[src/rtl/piso_serializer.sv]
// Framed parallel-in/serial-out serializer: start bit, WIDTH data bits LSB-first,
// stop bit, each held for DIV clocks, with a strobe on every bit boundary.
module piso_serializer #(
  parameter int WIDTH = 8,
  parameter int DIV   = 4
) (
  input  logic             CLK,
  input  logic             RESETN,
  input  logic [WIDTH-1:0] DATA,
  input  logic             VALID,
  output logic             READY,
  output logic             O,
  output logic             BUSY,
  output logic             BIT_STB
);
  localparam int DW = (DIV   > 1) ? $clog2(DIV)   : 1;
  localparam int BW = (WIDTH > 1) ? $clog2(WIDTH) : 1;

  typedef enum logic [1:0] {IDLE, START, SHIFT, STOP} state_t;

  state_t           state, state_n;
  logic [DW-1:0]    div_cnt, div_n;
  logic [BW-1:0]    bit_cnt, bit_n;
  logic [WIDTH-1:0] shreg, shreg_n;
  logic             o_n, busy_n, stb_n;
  logic             div_wrap, accept;

  assign div_wrap = (div_cnt == DW'(DIV - 1));
  // Only idle or the very last stop cycle can take a word; reset masks it.
  assign READY    = RESETN && ((state == IDLE) || ((state == STOP) && div_wrap));
  assign accept   = VALID && READY;

  // Next-state logic; outputs are derived from the next state so the
  // registered O/BUSY/BIT_STB line up with the state they describe.
  always_comb begin
    state_n = state;
    div_n   = div_wrap ? '0 : div_cnt + 1'b1;
    bit_n   = bit_cnt;
    shreg_n = shreg;
    case (state)
      IDLE: begin
        div_n = '0;
        if (accept) begin
          shreg_n = DATA;
          state_n = START;
        end
      end
      START: begin
        if (div_wrap) begin
          state_n = SHIFT;
          bit_n   = '0;
        end
      end
      SHIFT: begin
        if (div_wrap) begin
          shreg_n = shreg >> 1;
          bit_n   = bit_cnt + 1'b1;
          if (bit_cnt == BW'(WIDTH - 1)) state_n = STOP;
        end
      end
      STOP: begin
        if (div_wrap) begin
          if (accept) begin
            // back-to-back: next start bit follows the stop bit directly
            shreg_n = DATA;
            state_n = START;
          end else begin
            state_n = IDLE;
          end
        end
      end
      default: state_n = IDLE;
    endcase
    o_n    = (state_n == START) ? 1'b0 :
             (state_n == SHIFT) ? shreg_n[0] : 1'b1;
    busy_n = (state_n != IDLE);
    stb_n  = busy_n && (div_n == '0);
  end

  // State, counters, data and registered outputs; reset aborts any frame.
  always_ff @(posedge CLK) begin
    if (!RESETN) begin
      state   <= IDLE;
      div_cnt <= '0;
      bit_cnt <= '0;
      shreg   <= '0;
      O       <= 1'b1;
      BUSY    <= 1'b0;
      BIT_STB <= 1'b0;
    end else begin
      state   <= state_n;
      div_cnt <= div_n;
      bit_cnt <= bit_n;
      shreg   <= shreg_n;
      O       <= o_n;
      BUSY    <= busy_n;
      BIT_STB <= stb_n;
    end
  end
endmodule

[config.mk]
export PLATFORM = sky130hd
export DESIGN_NAME = piso_serializer
export DESIGN_NICKNAME = d
export VERILOG_FILES = /design/src/rtl/piso_serializer.sv
export SDC_FILE = /design/constraint.sdc
export NUM_CORES = 1
export LEC_CHECK = 0
export ABC_AREA = 0
export BUFFER_PORTS_ARGS = -buffer_cell sky130_fd_sc_hd__buf_2
export CAP_MARGIN = 5
export CORE_MARGIN = 1
export CORE_UTILIZATION = 40
export DETAILED_ROUTE_END_ITERATION = 7
export GPL_TIMING_DRIVEN = 0
export PLACE_DENSITY = 0.65
export SETUP_SLACK_MARGIN = 0.15
export SYNTH_ARGS = -nofsm -noshare
export SYNTH_HDL_FRONTEND = slang
export SYNTH_SLANG_ARGS = --single-unit
export TNS_END_PERCENT = 30
[constraint.sdc]
create_clock -name CLK -period 1.5 [get_ports CLK]
set_input_delay 0.3 -clock CLK [delete_from_list [all_inputs] [get_ports CLK]]
set_output_delay 0.3 -clock CLK [all_outputs]
set_load 0.03 [all_outputs]
; After elaboration in Yosys (flattened, before gate mapping)
; Cells that the tools add are included.
[classes]
add_sub_neg = 2
multipliers = 0
div_mod_pow = 0
magnitude_cmp = 0
eq_ne = 10
shift = 0
n_mux = 18
n_bitwise = 0
n_reduce_logical = 12
[ops]
columns = cell, n
row1 = $mux 8, 3
row2 = $pmux 8 s3, 1
row3 = $mux 2, 7
row4 = $eq 2x2->1 const B, 4
row5 = $pmux 2 s4, 1
row6 = $mux 3, 2
row7 = $ne 2x2->1 const B, 3
row8 = $pmux 3 s2, 1
row9 = $reduce_and 3->1, 2
row10 = $eq 2x1->1 const B, 2
row11 = $logic_and 1x1->1, 4
row12 = $logic_not 2->1, 2
row13 = $reduce_bool 2->1, 2
row14 = $add 3x1->3 const B, 1
row15 = $eq 3x3->1 const B, 1
row16 = $mux 1, 3
row17 = $reduce_bool 3->1, 1
row18 = $add 2x1->2 const B, 1
row19 = $logic_or 1x1->1, 1
[totals]
register_bits = 18
latchBits = 0
mem_bits_rw = 0
mem_bits_ro = 0
inputBits = 11
out_inout_bits = 4
wordCells = 50
n_memories = 0

; Longest topological paths before layout
; Gate-level depths: netlist of the first run.
[depth]
depth_word = 11
ltp_mapped = 6
mapped_depth_nobuf = 5

; Worst setup path before layout of the first run
; OpenSTA, ideal clock, no wires.
[synth_timing]
path_kind = register -> output
from = register div_cnt[0]
to = output port READY
arrival_ns = 1.191
t_required_ns = 1.200
setup_slack_ns = 0.009
stages_incl_launch_ff = 5
path_buffers = 0
path_cell_list = dfxtp_1 ha_1 and2_1 a21oi_1 nor2_1
[synth_between]
elab_chain_len = 4
[synth_rtl]
columns = element, line_no
row1 = from (decl), 22  ; logic [DW-1:0] div_cnt, div_n;
row2 = from (signal assigned), 92  ; div_cnt <= div_n;
row3 = $eq 2x2->1, 28  ; assign div_wrap = (div_cnt == DW'(DIV - 1));
row4 = $logic_and 1x1->1, 30  ; assign READY = RESETN && ((state == IDLE) || ((state == STOP) && div_wrap));
row5 = $logic_or 1x1->1, 30
row6 = $logic_and 1x1->1, 30
row7 = to (decl), 11  ; output logic READY,
; Every way passes these cells.

; Worst setup path in the final report of the first run
[layout_timing]
from = register state[0]
to = output port READY
[layout_between]
elab_chain_len = 4
elab_cells_between_ends = 5
classes_between = eq/ne: 1 / reduce/logical: 4
[layout_rtl]
columns = element, line_no
row1 = from (decl), 21  ; state_t state, state_n;
row2 = from (signal assigned), 91  ; state <= state_n;
row3 = $eq 2x2->1, 30
row4 = $logic_and 1x1->1, 30
row5 = $logic_or 1x1->1 (*), 30
row6 = $logic_and 1x1->1 (*), 30
; Mark *: on every way between the ends. The rest lies on a longest branch, timed or not.

==> reports/metrics.cfg, run 1 <==
[logic_synthesis]
ys_warn_count=0
synth_top_area_frac=0.383
synthXorXnorAreaFrac=0.00931
ys_types=37
synth_compound_area_frac=0.297
synthArstFlopShare=0
avgSynthCellArea_um2=8.96
synth.mux.area_fraction=0.0332
synth_top_area_cell=dfxtp_1
synth_area_leaders=dfxtp_1 38%, a21o_1 5.6%, a22o_1 5.6%, ha_1 4.0%, buf_2 3.7%
mappedNetlistArea_um2=941
synth_fp_nets=119
yosysMostFrequentCell=dfxtp_1
ys.flop_type=dfxtp_1
synth-edff-count=0
synth_top_family_by_area=compound AO/OA/AOI/OAI gates
ys_seq_area_frac=0.383
synthTopCellsByCount=18 x dfxtp_1, 9 x nor2_1, 7 x a21o_1, 7 x buf_2, 6 x a22o_1
synth.ff_latch_count=18
syn_inst=105
synth-adder-area-share=0.0399
synthSimpleGateAreaFrac=0.169

[flow_run]
maxCapViolations=0

[place]
gp_congestion=0.832
hpwlAfterDp_um=1390
port_buffers=13
place_ws_ns=-0.0488

[sta]
slew_headroom=0.718
drv_slew=0
finalSetupViolCount=7
tightest_slew_ns=0.421
skew_ns=0.00889
period_needed_ns=1.57
rsz0062_at_grt=yes
max_freq_mhz=637
finalHoldViolCount=0
finalCritPeriodShare=1.05
layout_setup_ws_ns=-0.0705
tns_ns=-0.231

[route]
num_vias=854
wl_um=2030
dr.first_iter.drc_count=11
wire_per_inst_um=13.1
ant_nets=0
via_per_inst=5.51
first_pass_iters=4
drc_errors=0

[floorplanning]
start_util=0.425
num_rows=17
coreArea_mm2=0.00221
dieArea_mm2=0.00255
io_pins=15
die_w_um=50.5
chipHeight_um=50.5

[power]
power.leakage_nw=0.534
vdd_ir_drop_max_mv=0.567
intPower_mw=0.670
pwr-share-comb=0.170
total_power_mw=0.914
pwr-share-clk=0.267
swShare=0.267
power_switching_mw=0.244
power_density_mw_per_mm2=768
p_seq_frac=0.563

[cts]
cts_made_buffers=3
ctsHtreeMaxLevel=1
insertion_delay_ns=0.30
root_buffer=clkbuf_4
cts_tree=built
clock_sinks=18
clkSlewWorstSetupHoldPaths_ns=0.11
clock_path_buffers=2

[critical_path]
crit_start=state[0]
reg2regPathDepth=7
path_max_fanout=10
arrival_ns=1.27
cp_slowest_cell=dfxtp_1
path_class=flip-flop to output port
critPathCaptureType=output port
reg2reg_from=div_cnt[0]
critPathRequiredTime_ns=1.20
cp-start-kind=flip-flop
cpPeakStageDelay_ns=0.31
cp_cell_sequence=buf_4 > buf_8 > a21oi_4 > nor2_2 > buf_6

[global_routing]
track_usage=0.170
grt_max_degree=11
grt_first_pass_wirelength_um=3260
antenna_found_initial=0
overflow=0
grt_pass1_vias=782

[min_path]
holdCritPathClass=primary input to flip-flop
hp-start=DATA[4]
hold_path_depth=2

[final_layout]
drive_above_1_share=0.339
final_nets=143
syn_to_final_growth_pct=26.5
n_antenna_cell=0

[run_status]
violations=negative setup slack
outcome=finished with violations

final timing paths:
path,end,slack (ns)
min,shreg[4],0.18
max,READY,-0.07
max reg2reg,shreg[2],-0.04
min reg2reg,shreg[7],0.54
power by group through the flow:
stage	sequential (mW)	combinational [mW]	clock (mW)
floorplan	0.534	0.0833	0
global placement	0.523	0.132	0
detailed placement	0.524	0.133	0
CTS	0.515	0.154	0.250
global route	0.517	0.169	0.270
finish	0.515	0.156	0.244
through the flow:
step,cells,hold slack [ns],utilization,instance area [um^2]
finish,155,0.184,0.538,1190
global route,155,0.180,0.538,1190
CTS,154,0.184,0.530,1170
detailed placement,146,0.498,0.474,1050
global placement,146,0.493,0.474,1050
floorplan,105,0.410,-,948
repair_timing:
item                                    CTS  global route
setup buffers                             5             1
endpoints found under the setup margin   13            13
pin swaps                                 3             4
resized for setup                        17             2
hold buffers                              0             0
layout by cell type, fill, tap and decap left out, types with 2 or more instances in the layout:
cell type  instances
nand2_1            5
buf_4              7
and3_1             2
a22o_1             6
o22a_1             3
buf_2             16
inv_1              4
buf_6              3
o21ai_0            3
nor2b_1            2
clkbuf_4           3
a21oi_1            3
a21o_1             7
nor2_1             7
dfxtp_1           16
dfxtp_2            2
nand2b_1           2
nand3_1            2
a2bb2oi_1          3
ha_1               2
mux2i_1            2
registers in the layout, indices dropped and copies added (netlist names):
register,count
state,2
BUSY,1
div_cnt,2
BIT_STB,1
O,1
shreg,8
bit_cnt,3
final cells by class:
type / instances / area [um^2]
well taps: 28 / 35.0
clock buffers: 3 / 22.5
flip-flops and latches: 18 / 363
multi-input cells: 74 / 569
fillers: 208 / 1020
repair buffers: 19 / 116
inverters: 5 / 18.8
plain buffers: 8 / 65.1
metal layers:
layer,GRT usage,share of wire,vias up
met3,0.0667,0.039,4
met1,0.201,0.49,412
met4,0.0556,0.013,0
met2,0.280,0.45,12
met5,0,0,-
li1,-,-,426
cell families (layout without fill, tap and decap cells):
kind of cell               after synthesis  after routing
muxes                                    3              3
DFF                                     18             18
xor gates and xnor gates                 1              1
buffers and inverters                   13             35
and+or+nand+nor                         31             31
AOI/OAI and AO/OA                       36             36
adders and majority gates                3              3
worst max-delay path: cells and delay by family, from the launching register on:
kind	cells	cell delay, ns
AO/OA/AOI/OAI	1	0.16
buffers and inverters	3	0.46
AND/OR/NAND/NOR	1	0.05
flip-flops	1	0.31
Power figures use the tool's default switching activity.
==> run 2: changes to the inputs <==
--- a/config.mk
+++ b/config.mk
@@ -9,4 +9,5 @@
 export BUFFER_PORTS_ARGS = -buffer_cell sky130_fd_sc_hd__buf_2
 export CAP_MARGIN = 5
+export CORE_ASPECT_RATIO = 1.2
 export CORE_MARGIN = 1
 export CORE_UTILIZATION = 40
==> constraint.sdc (replaced) <==
create_clock -name CLK -period 1.5 [get_ports CLK]
set_input_delay 0.15 -clock CLK [delete_from_list [all_inputs] [get_ports CLK]]
set_output_delay 0.15 -clock CLK [all_outputs]
set_load 0.03 [all_outputs]
==> run 2 against run 1 <==
  * The run now ends clean
  * Highest routed layer unchanged
  * Critical endpoint unchanged
  * Largest power group unchanged
  * Clock skew is 0.0025 ns higher
  * Via count is 0.70% lower
  * Utilization hardly changed
  * Critical path depth stayed put
  * Flip-flop and latch count stayed put
  * Sequential power hardly changed
  * Combinational power is 5% lower
  * Wire length is 2.7% lower
  * Clock-buffer cell count is 1 higher
  * First-iteration DRC count is 140% higher
  * Clock power is 25% higher
==> reports/metrics.cfg, run 2 (same netlist as run 1, synthesis figures left out) <==
[global_routing]
overflow=0
track_usage=0.177
grt_pass1_vias=724
grt_first_pass_wirelength_um=3180
grt_max_degree=11
antenna_found_initial=0

[power]
power.leakage_nw=0.519
pwr-share-clk=0.316
intPower_mw=0.719
p_seq_frac=0.531
total_power_mw=0.968
vdd_ir_drop_max_mv=0.427
power_switching_mw=0.248
power_density_mw_per_mm2=841
pwr-share-comb=0.152
swShare=0.256

[final_layout]
top_register=shreg
reg_top3=shreg: 8 flops, bit_cnt: 3 flops
drive_above_1_share=0.312
final_area_mm2=0.00115
syn_to_final_growth_pct=22.3
finalNonFillerCells=155
final_cell_mix=16 x dfxtp_1, 16 x buf_2, 7 x nor2_1, 7 x a21o_1, 6 x a22o_1
n_antenna_cell=0
largest_reg_flops=8
final_nets=140
fill_cells=198

[critical_path]
cp-start-kind=flip-flop
cpPeakStageDelay_ns=0.36
cp_slowest_cell=dfxtp_2
reg2regPathDepth=5
path_class=flip-flop to output port
critPathRequiredTime_ns=1.35
cpLargestDelayFamily=flip-flops
reg2reg_slack_ns=0.06
arrival_ns=1.34
critical_path_buf_inv_count=1
path_max_fanout=5
cp_cell_sequence=ha_4 > and2_4 > a21oi_2 > nor2_1 > buf_4
reg2reg_from=div_cnt[0]
worstReg2RegEnd=shreg[0]
critPathCaptureType=output port

[floorplanning]
die_w_um=46.3
start_util=0.440
io_pins=15
dieArea_mm2=0.00255
num_rows=18
chipHeight_um=55.1
coreArea_mm2=0.00214

[route]
highest_layer=met4
via_per_inst=5.47
drc_errors=0
ant_nets=0
met3WireLength_um=113
first_pass_iters=4
wl_met2_um=859
wl_met1_um=941
num_vias=848
wl_um=1980
dr.first_iter.drc_count=26
wire_per_inst_um=12.8

[min_path]
hp-start=DATA[6]
holdCritPathClass=primary input to flip-flop
worstHoldEndpoint=shreg[6]
hold_path_depth=2

[cts]
ctsHtreeMaxLevel=1
cts_made_buffers=3
root_buffer=clkbuf_4
clock_sinks=18
clkSlewWorstSetupHoldPaths_ns=0.11
cts_tree=built
insertion_delay_ns=0.30
holdBufCountCts=0
clock_path_buffers=2

[place]
hpwlAfterDp_um=1380
gp_congestion=0.858
postPlaceCellArea_mm2=0.00105
port_buffers=13
dp_cells=148

[sta]
tns_ns=0
drv_slew=0
slew_headroom=0.831
finalCritPeriodShare=0.991
skew_ns=0.0113
period_needed_ns=1.49
rsz0062_at_grt=yes
finalSetupViolCount=0
finalHoldViolCount=0
max_freq_mhz=673
tightest_slew_ns=0.250

[run_status]
outcome=complete, no violations

[flow_run]
maxCapViolations=0

[run 2: per-layer routing]
layer	vias to the layer above	global-route usage
li1	424	-
met1	384	0.233
met2	33	0.263
met3	7	0.0325
met4	0	0.113
met5	-	0
[run 2: area by class of cell]
type	count	area (um^2)	area share
plain buffers	8	61.3	0.0533
clock buffers	4	36.3	0.0315
inverters	5	18.8	0.0163
multi-input cells	74	544	0.473
flip-flops and latches	18	363	0.315
well taps	30	37.5	0.0326
repair buffers	16	90.1	0.0783
[run 2: per-stage QoR]
step	worst slack, ns	hold slack (ns)	utilization
2_1_floorplan	0.157	0.260	-
3_3_place_gp	0.0270	0.343	0.490
3_5_place_dp	-0.00726	0.350	0.490
4_1_cts	0.00769	0.0328	0.524
5_1_grt	-0.0248	0.0400	0.538
6_report	0.0130	0.0455	0.538
[run 2: what timing repair did]
action / CTS / global route
resized for setup: 9 / 5
setup buffers: 1 / 2
endpoints found under the setup margin: 13 / 13
pin swaps: 2 / 7
[run 2: power by group through the flow]
stage	Clock, mW	Sequential [mW]	Combinational (mW)
global route	0.331	0.517	0.161
floorplan	0	0.534	0.0824
global placement	0	0.523	0.131
CTS	0.320	0.514	0.141
detailed placement	0	0.523	0.133
finish	0.306	0.514	0.148
[run 2: how the worst max path moves through the flow]
stage	cells after the start	end	startpoint
2_1_floorplan	6	shreg[1]	div_cnt[0]
3_3_place_gp	5	bit_cnt[2]	div_cnt[0]
3_5_place_dp	5	bit_cnt[2]	div_cnt[0]
4_1_cts	5	READY	div_cnt[0]
5_1_grt	5	READY	div_cnt[0]
6_report	5	READY	div_cnt[0]
==> run 3: changes to the inputs <==
- PLACE_DENSITY: 0.65 -> 0.63
- SKIP_CTS_REPAIR_TIMING: unset -> 1
- clock period: 1.5 -> 1.65 ns (I/O delays scaled with it)
==> run 3 against run 2 <==
  * Combinational power fell by 9%
  * Non-clock buffer count decreased by 1
  * Setup slack improved by 0.13 ns
  * Clock-buffer cell count unchanged
  * Via count rose by 1.4%
  * Global-route usage fell by 0.16 points
  * Sequential share of layout area up 0.17 points
  * Clock power decreased by 9.8%
  * Wire length grew 6.7%
  * Final cell count is 0.65% lower
  * Largest cell class unchanged
==> reports/metrics.cfg, run 3 (same netlist as run 1, synthesis figures left out) <==
[critical_path]
critPathCaptureType=output port
reg2reg_from=div_cnt[0]
reg2reg_slack_ns=0.17
cpPeakStageDelay_ns=0.35
cpLargestDelayFamily=flip-flops
cp_slowest_cell=dfxtp_2
worstReg2RegEnd=shreg[4]
reg2regPathDepth=6
critPathRequiredTime_ns=1.48
cp_cell_sequence=ha_4 > and2_4 > a21oi_4 > nor2_1 > buf_4
path_class=flip-flop to output port
arrival_ns=1.34
path_max_fanout=4
cp-start-kind=flip-flop
critical_path_buf_inv_count=1

[sta]
finalHoldViolCount=0
max_freq_mhz=664
finalCritPeriodShare=0.913
slew_headroom=0.684
layout_setup_ws_ns=0.144
hold-worst-slack_ns=0.0657
tightest_slew_ns=0.472
period_needed_ns=1.51
skew_ns=0.00790
drv_slew=0
finalSetupViolCount=0
tns_ns=0
rsz0062_at_grt=yes

[min_path]
holdCritPathClass=primary input to flip-flop
hp-start=DATA[5]
worstHoldEndpoint=shreg[5]
hold_path_depth=2

[power]
pwr-share-comb=0.153
intPower_mw=0.651
vdd_ir_drop_max_mv=0.431
power_switching_mw=0.226
p_seq_frac=0.533
swShare=0.258
pwr-share-clk=0.314
total_power_mw=0.878
power.leakage_nw=0.517
power_density_mw_per_mm2=767

[global_routing]
overflow=0
grt_pass1_vias=713
track_usage=0.176
antenna_found_initial=0
grt_first_pass_wirelength_um=3190
grt_max_degree=11

[run_status]
outcome=complete, no violations

[floorplanning]
dieArea_mm2=0.00255
num_rows=18
io_pins=15
start_util=0.440
die_w_um=46.3
coreArea_mm2=0.00214
chipHeight_um=55.1

[final_layout]
final_nets=139
drive_above_1_share=0.290
reg_top3=shreg: 8 flops, bit_cnt: 3 flops
utilization=0.535
top_register=shreg
final_cell_mix=16 x dfxtp_1, 16 x buf_2, 8 x nor2_1
final_area_mm2=0.00114
fill_cells=211
largest_reg_flops=8
finalNonFillerCells=154
syn_to_final_growth_pct=21.7
n_antenna_cell=0

[cts]
insertion_delay_ns=0.29
cts_made_buffers=3
clkSlewWorstSetupHoldPaths_ns=0.10
clock_sinks=18
cts_tree=built
ctsHtreeMaxLevel=1
root_buffer=clkbuf_4
clock_path_buffers=2

[route]
num_vias=860
first_pass_iters=5
drc_errors=0
ant_nets=0
wl_um=2110
wire_per_inst_um=13.7
dr.first_iter.drc_count=20
via_per_inst=5.58

[place]
gp_congestion=0.868
dp_cells=148
place_ws_ns=0.0463
port_buffers=13
hpwlAfterDp_um=1440
postPlaceCellArea_mm2=0.00104

[flow_run]
maxCapViolations=0

## run 3: worst max path at each step
stage	start	end	depth (start not counted)
floorplan	div_cnt[0]	shreg[1]	6
global placement	div_cnt[0]	shreg[1]	6
detailed placement	div_cnt[0]	shreg[2]	6
CTS	div_cnt[0]	READY	5
global route	div_cnt[0]	READY	5
finish	div_cnt[0]	READY	5
## run 3: layout make-up
cell class	instances	area, um^2	share of cell area
plain buffers	8	57.6	0.0503
clock buffers	4	36.3	0.0317
inverters	5	18.8	0.0164
multi-input cells	74	549	0.480
flip-flops and latches	18	363	0.317
well taps	30	37.5	0.0328
repair buffers	15	82.6	0.0721
## run 3: layer usage
metal / share of wire / track usage / up-vias
li1: - / - / 420
met1: 0.45 / 0.219 / 426
met2: 0.51 / 0.293 / 12
met3: 0.025 / 0.0292 / 2
met4: 0.0095 / 0.0784 / 0
met5: 0 / 0 / -
## run 3: power by group through the flow
stage / Sequential, mW / Clock (mW) / Combinational [mW]
6_report: 0.468 / 0.276 / 0.134
3_3_place_gp: 0.476 / 0 / 0.119
2_1_floorplan: 0.486 / 0 / 0.0748
4_1_cts: 0.466 / 0.282 / 0.122
5_1_grt: 0.470 / 0.300 / 0.146
3_5_place_dp: 0.476 / 0 / 0.121
